`src/rtl/arb_pkg.sv`:
```
// Shared constants, state encoding and grant decode helper for the
// 8-way round-robin arbiter.
package arb_pkg;

    localparam int NREQ = 8;
    localparam int IDW  = 3;

    typedef enum logic [0:0] {
        IDLE  = 1'b0,
        GRANT = 1'b1
    } state_t;

    function automatic logic [NREQ-1:0] id_to_onehot(input logic [IDW-1:0] id);
        return 8'd1 << id;
    endfunction

endpackage

```
`src/rtl/prio_enc8.sv`:
```
// Combinational 8-to-3 priority encoder; the lowest set index wins.
module prio_enc8
    import arb_pkg::*;
(
    input  logic [NREQ-1:0] i_req,
    output logic [IDW-1:0]  o_idx,
    output logic            o_valid
);

    // Scan downward so the lowest set bit is the last one written.
    always_comb begin
        o_idx   = 3'd0;
        o_valid = |i_req;
        for (int i = NREQ - 1; i >= 0; i--) begin
            o_idx = i_req[i] ? 3'(i) : o_idx;
        end
    end

endmodule

```
`src/rtl/rr_arb8_ctrl.sv`:
```
// Round-robin arbiter sharing one resource among eight requesters, with a
// bounded hold time and a one-cycle timeout pulse when a grant is revoked.
module rr_arb8_ctrl
    import arb_pkg::*;
#(
    parameter int TIMEOUT = 16
) (
    input  logic            clk,
    input  logic            rst,
    input  logic [NREQ-1:0] req,
    input  logic            done,
    output logic [NREQ-1:0] gnt,
    output logic [IDW-1:0]  gnt_id,
    output logic            gnt_valid,
    output logic            timeout
);

    localparam logic [7:0] CNT_LAST = 8'(TIMEOUT - 1);

    state_t          r_state;
    logic [IDW-1:0]  r_ptr;
    logic [7:0]      r_cnt;
    logic [NREQ-1:0] r_gnt;
    logic [IDW-1:0]  r_gnt_id;
    logic            r_gnt_valid;
    logic            r_timeout;

    logic [NREQ-1:0] w_mask;
    logic [NREQ-1:0] w_req_masked;
    logic [IDW-1:0]  w_m_idx;
    logic            w_m_valid;
    logic [IDW-1:0]  w_u_idx;
    logic            w_u_valid;
    logic [IDW-1:0]  w_sel_id;
    logic            w_release;
    logic            w_expire;

    // Requesters at or above the pointer get first pick; otherwise wrap to 0.
    assign w_mask       = 8'hFF << r_ptr;
    assign w_req_masked = req & w_mask;

    prio_enc8 u_enc_masked (
        .i_req   (w_req_masked),
        .o_idx   (w_m_idx),
        .o_valid (w_m_valid)
    );

    prio_enc8 u_enc_unmasked (
        .i_req   (req),
        .o_idx   (w_u_idx),
        .o_valid (w_u_valid)
    );

    assign w_sel_id  = w_m_valid ? w_m_idx : w_u_idx;
    assign w_release = done | ~req[r_gnt_id];
    assign w_expire  = (r_cnt == CNT_LAST);

    // Arbitration FSM with registered grant outputs and hold counter.
    always_ff @(posedge clk) begin
        if (rst) begin
            r_state     <= IDLE;
            r_ptr       <= 3'd0;
            r_cnt       <= 8'd0;
            r_gnt       <= 8'd0;
            r_gnt_id    <= 3'd0;
            r_gnt_valid <= 1'b0;
            r_timeout   <= 1'b0;
        end else begin
            case (r_state)
                IDLE: begin
                    r_timeout <= 1'b0;
                    r_cnt     <= 8'd0;
                    if (w_u_valid) begin
                        r_state     <= GRANT;
                        r_gnt       <= id_to_onehot(w_sel_id);
                        r_gnt_id    <= w_sel_id;
                        r_gnt_valid <= 1'b1;
                    end else begin
                        r_state     <= IDLE;
                        r_gnt       <= 8'd0;
                        r_gnt_id    <= 3'd0;
                        r_gnt_valid <= 1'b0;
                    end
                end
                GRANT: begin
                    // A release on the final counter cycle wins over the timeout.
                    if (w_release || w_expire) begin
                        r_state     <= IDLE;
                        r_ptr       <= r_gnt_id + 3'd1;
                        r_cnt       <= 8'd0;
                        r_gnt       <= 8'd0;
                        r_gnt_id    <= 3'd0;
                        r_gnt_valid <= 1'b0;
                        r_timeout   <= ~w_release;
                    end else begin
                        r_cnt     <= r_cnt + 8'd1;
                        r_timeout <= 1'b0;
                    end
                end
                default: begin
                    r_state     <= IDLE;
                    r_ptr       <= 3'd0;
                    r_cnt       <= 8'd0;
                    r_gnt       <= 8'd0;
                    r_gnt_id    <= 3'd0;
                    r_gnt_valid <= 1'b0;
                    r_timeout   <= 1'b0;
                end
            endcase
        end
    end

    assign gnt       = r_gnt;
    assign gnt_id    = r_gnt_id;
    assign gnt_valid = r_gnt_valid;
    assign timeout   = r_timeout;

endmodule

```
`config.mk`:
```
export PLATFORM = sky130hd
export DESIGN_NAME = rr_arb8_ctrl
export DESIGN_NICKNAME = d
export VERILOG_FILES = /design/src/rtl/arb_pkg.sv /design/src/rtl/prio_enc8.sv /design/src/rtl/rr_arb8_ctrl.sv
export SDC_FILE = /design/constraint.sdc
export NUM_CORES = 1
export LEC_CHECK = 0
export ABC_AREA = 1
export ABC_CLOCK_PERIOD_IN_PS = 1900
export CORE_ASPECT_RATIO = 0.9
export CORE_MARGIN = 3
export CORE_UTILIZATION = 40
export CTS_CLUSTER_DIAMETER = 50
export DETAILED_ROUTE_END_ITERATION = 6
export DONT_BUFFER_PORTS = 1
export GPL_TIMING_DRIVEN = 0
export PLACE_DENSITY_LB_ADDON = 0.12
export SYNTH_ARGS = -nofsm -noshare
export SYNTH_HDL_FRONTEND = slang
export SYNTH_HIERARCHICAL = 1
export SYNTH_SLANG_ARGS = --single-unit
```
`constraint.sdc`:
```
create_clock -name clk -period 1.9 [get_ports clk]
set_clock_uncertainty 0.05 [all_clocks]
set_input_delay 0.285 -clock clk [delete_from_list [all_inputs] [get_ports clk]]
set_output_delay 0.285 -clock clk [all_outputs]
set_load 0.01 [all_outputs]
```
Word-level counts from Yosys, hierarchy flattened:

Cells that the tools add are included.
W data, S select, Z words.

* register bits: 25
* output and inout port bits: 13
* word-level logic and storage cells: 57

* add/sub/neg operators: 2
* order comparisons: 1
* eq/ne operators: 2
* shifts and indexed selects: 2
* multiplexer cells: 34
* bitwise logic cells: 5
* reductions and logical operators: 4

Operators by type and width (number)
* $mux W3: 19
* $pmux W8 S2: 2
* $mux W8: 3
* $reduce_or A8 Y1: 2
* $add A8 B1 Y8 const B: 1
* $and A8 B8 Y8: 1
* $eq A8 B4 Y1 const B: 1
* $shl A1 B3 Y8 const A: 1
* $shl A8 B3 Y8 const A: 1
* $pmux W1 S2: 3
* $pmux W3 S2: 1
* $mux W1: 5
* $lt A3 B4 Y1 const B: 1
* $add A3 B1 Y3 const B: 1
* $bmux W1 S3: 1
* $not A1 Y1: 3
* $ne A2 B1 Y1 const B: 1
* $reduce_and A2 Y1: 1
* $logic_or A1 B1 Y1: 1
* $or A1 B1 Y1: 1

Logic depth before layout (Yosys ltp):

* depth in word-level cells: 14
* gate-level depth with buffers: 21

Cells and area by module:

The synthesis kept the hierarchy.

By module, submodules not included
* rr_arb8_ctrl: times used 1, cells an instance 202, area each 1338.8 sq um, seq. area each 500.5 sq um
* prio_enc8: times used 2, cells an instance 22, area each 98.8 sq um, seq. area each 0.0 sq um

Worst setup path after synthesis:

OpenSTA, ideal clock, no wires.

* kind: register to register
* from: register r_ptr[2]
* to: register r_gnt[0] (netlist: gnt[0])
* library setup time: 0.064 ns
* data arrival time: 1.961 ns
* path slack: -0.175 ns
* cell stages (with the launch flop): 15
* path buffers: 1
* period minus slack after synthesis: 2.075 ns
* cells stage by stage: dfxtp_1 clkbuf_1 nand2_1 nand2_1 inv_1 or2_1 nor3_2 nand2_1 o21ai_0 inv_1 nor2_1 nand2_1 nand2_1 inv_1 nor2_1

* elaborated cells between the ends (all ways): 15

RTL lines
* from (decl): RTL line rr_arb8_ctrl.sv:21 `logic [IDW-1:0] r_ptr;`
* from (signal assigned): RTL line rr_arb8_ctrl.sv:89 `r_ptr <= r_gnt_id + 3'd1;`
* $shl A8 B3 Y8: RTL line rr_arb8_ctrl.sv:39 `assign w_mask = 8'hFF << r_ptr;`
* $and A8 B8 Y8: RTL line rr_arb8_ctrl.sv:40 `assign w_req_masked = req & w_mask;`
* named net w_req_masked[6]: RTL line rr_arb8_ctrl.sv:29 `logic [NREQ-1:0] w_req_masked;`
* $reduce_or A8 Y1: RTL line prio_enc8.sv:13 `o_valid = |i_req;`
* named net w_m_valid: RTL line rr_arb8_ctrl.sv:31 `logic w_m_valid;`
* $mux W3: RTL line rr_arb8_ctrl.sv:54 `assign w_sel_id = w_m_valid ? w_m_idx : w_u_idx;`
* $shl A1 B3 Y8: RTL line arb_pkg.sv:14 `return 8'd1 << id;`
* $mux W8: RTL line rr_arb8_ctrl.sv:73 `if (w_u_valid) begin`
* $pmux W8 S2: RTL line rr_arb8_ctrl.sv:69 `case (r_state)`
* to (signal assigned): RTL line rr_arb8_ctrl.sv:75 `r_gnt <= id_to_onehot(w_sel_id);`
* to (decl): RTL line rr_arb8_ctrl.sv:23 `logic [NREQ-1:0] r_gnt;`

The timed path passes the listed nets, and every way through them passes these cells.
A chain may end at the register's enable or synchronous reset.

Worst setup path in the final report:

* from: register r_ptr[1]
* to: register r_gnt[2] (netlist: gnt[2])

Same word-level chain as after synthesis.

==> impl.org <==
** Cells and area
- Counting the fill cells in the layout gives 375.
- NumNets Final :: 271
- Number of standard cells in the layout, taps in and fillers out :: 301
- Multi-input gate area :: 916 µm²
- Area delta synth->final :: 20.0%
- In the final layout, the share of cells above drive strength 1 is 23.3%.
- Measured on the finished design, the core utilization comes to 52.3%.
- Across the whole layout, storage elements account for 508 µm².
- The number of antenna diodes in the final layout is 0.

** Clock tree
- Clock root buffer :: clkbuf_8
- Number of buffers between clock root and the deepest sink :: 2
- Number of sinks driven by the clock tree :: 25
- Clock network latency to the later pin of the worst-skew pair :: 270 ps
- CTS hold repair buffers :: 0
- Clk slew on worst S/H paths :: 90 ps
- H-Tree Level Count :: 1
- Buffers inserted during clock tree synthesis total 3.
- TritonCTS built the clock tree.

** Routing
- Average via count per standard cell :: 4.75
- DR vias :: 1431
- Average wire per standard cell :: 11.3 µm
- The detailed router finished its first iteration with 92 violations.
- DRT Pass-1 Iters :: 4
- Post-route DRC violation count :: 0
- The count of nets left with antenna violations once routing finished came out at 0.
- Summed over all layers, the routed wires come to 3.40 mm.

** Global route
- Grt ovf :: 0
- Number of global-route vias before repair :: 1372
- Largest net degree at the start of global routing :: 15
- Overall global routing resource usage :: 15.5%
- The number of antenna violations at the first check in global routing was 0.
- Wire length of the first global-routing pass :: 5.80 mm

** Critical path
- Critical-path maximum fanout :: 6
- Kind of start point of the critical path :: flip-flop
- Arrival time of data at the critical path endpoint :: 2130 ps
- STA classifies the critical path endpoint as a flip-flop.
- Launch point of the worst reg-to-reg path :: r_ptr[1]
- Worst EP required :: 2060 ps
- Path type of the worst setup path :: flip-flop to flip-flop
- The most critical setup path has its startpoint at r_ptr[1].

** Yosys
- Adder-cell share of the synthesized area :: 1.63%
- Synthesized area per cell :: 6.25 µm²
- After synthesis the cells add up to 1540 µm².
- For this run, the number of Yosys warnings is 6.
- By instance count, the leading cell after synthesis is nand2_1.
- In the synthesized netlist the dominant register cell turns out to be dfxtp_1.
- After synthesis, the share of flip-flops with an asynchronous set or reset is 0%.
- Top cell type by total area after synthesis :: dfxtp_1
- Sequential cell area fraction in the yosys report :: 32.6%
- Yosys cell types :: 27
- The cell count after synthesis came out at 246.
- The synthesized design contains 25 register bits.
- Combinational family with the most area after synthesis :: simple AND/OR/NAND/NOR gates
- Summing the areas of all compound-gate instances in the mapped netlist gives 8.63% of the synthesized area.
- The synthesized design devotes to its leading area cell type 32.6% of total area.
- Dominant cells by area after synthesis :: dfxtp_1, nand2_1, inv_1
- By count the netlist is led by nand2_1, inv_1, dfxtp_1.
- Xor/xnor cell area share of the yosys netlist :: 1.71%
- Post-Synth Simple-Gate Area :: 39.6%
- Portion of netlist area occupied by mux cells :: 0%
- Counting every net in the synthesized netlist gives 259.
- Number of enable flip-flop cells after synthesis :: 0

** Place
- Port Buffers :: 0
- In this run, placement finished with an instance count of 290.
- Summed over all nets, the half-perimeter wirelength after detailed placement is 2.53 mm.
- Post-Place Worst Slack :: -326 ps
- Routability-driven placement finished with a final weighted congestion of 0.814.

** STA
- Setup slack after layout :: -70.1 ps
- Dividing the final minimum period by the clock period gives 104%.
- Slew at the pin with the worst max-slew slack :: 405 ps
- Based on the critical path, the design can be clocked at up to 0.508 GHz.
- Unrepaired setup endpoints after global routing :: true
- Period minus WS final :: 1970 ps
- The max-slew violation count is 0.
- The final hold violation count was 0.
- Post-route worst hold slack :: 160 ps
- Setup violations remaining at the end of the flow were counted as 6.
- In this run the tightest slew margin relative to its limit is 73.0%.

** Floorplanning
- The core region is 3530 µm².
- Die Width :: 71.3 µm
- In this run the core area contains 20 standard-cell rows.
- The die covers 4620 µm².
- Die Height :: 64.8 µm
- Number of top-level pins :: 24
- Initial core utilization :: 43.5%

** Status
- The checks that failed: setup timing.
- Status :: finished, violations left

** Power
- Areal power density over the cells :: 735 nW/µm²
- Worst voltage drop across the vdd grid :: 0.000480 V
- For this design the static power due to leakage is 0.000911 µW.

** Run
- Max Cap Violations :: 0

** Hold path
- Start point of the worst min-delay path :: rst
- Type of the tightest min-delay check :: primary input to flip-flop
sequential cells by signal, summed over array words and instances, names as in the netlist:
name / cells
gnt: 8
gnt_id: 3
gnt_valid: 1
r_cnt: 8
r_ptr: 3
r_state: 1
timeout: 1
report_power, final:
group          internal (µW)  switching (µW)
Clock                    147             172
Sequential               564            47.1
Combinational            172             254
Total                    883             473
layout by cell type (no fill, tap or decap), types with 2 or more instances in the layout:
master,n
nor2_1,17
a31oi_1,2
nor2_4,2
nor3b_1,2
nor2_2,8
nand2_2,6
inv_2,6
o22ai_2,3
xor2_1,2
buf_4,6
nand2_1,63
inv_1,54
a21oi_2,3
nand4_1,8
nor3_4,2
clkbuf_8,4
nand3_1,13
ha_1,2
nor3_2,3
dfxtp_2,3
a21oi_1,5
or2_4,2
dfxtp_1,21
o21ai_0,3
o21ai_4,3
worst max-delay path: stages (launching register included):
cell	delay (ps)
dfxtp_4	370
or2_4	260
nor3_4	200
inv_1	70
nand4_1	110
inv_1	80
nand2_4	140
nand2_1	110
o21ai_4	100
inv_2	70
nor2_2	100
nand2_1	60
nand2_1	70
inv_1	40
nor2_1	80
kinds of logic after synthesis:
group,count (synthesis)
AND/OR/NAND/NOR,133
XOR/XNOR,3
adder cells (fa/ha/maj),2
buffers and inverters,63
AO/OA/AOI/OAI,20
flip-flops,25
cell type report:
class | count | area share, %
well taps | 44 | 2.99
repair buffers | 7 | 3.53
plain buffers | 3 | 1.56
flip-flops and latches | 25 | 27.5
clock buffers | 3 | 2.24
inverters | 60 | 12.2
clock inverters | 1 | 0.271
multi-input cells | 158 | 49.7
path summary, 6_finish.rpt:
kind         cells after the start  slack (ps)       end
max                             14         -70    gnt[2]
min                              3         160   timeout
max reg2reg                     14         -70    gnt[2]
min reg2reg                      1         410  r_cnt[0]
per-layer routing:
layer,wire (µm),vias up,track usage [%]
met5,0,-,0
met4,11,0,1.41
met3,87,2,3.72
met2,1550,11,25.2
met1,1750,648,21.5
li1,-,770,-
metrics by stage:
step	instance area, µm²	power (µW)	setup TNS (ps)
finish	1840	1360	-272
global route	1840	1450	-1280
CTS	1790	1340	-250
detailed placement	1600	938	-2160
global placement	1600	938	-2000
floorplan	1550	877	0
repair_timing:
| action | 4_1_cts | 5_1_grt |
|---|---|---|
| setup endpoints to repair | 8 | 23 |
| resized for setup | 25 | 14 |
| gates cloned | 0 | 0 |
| buffers inserted | 6 | 1 |
| pin swaps | 9 | 12 |
(Power assumes the default switching activity.)
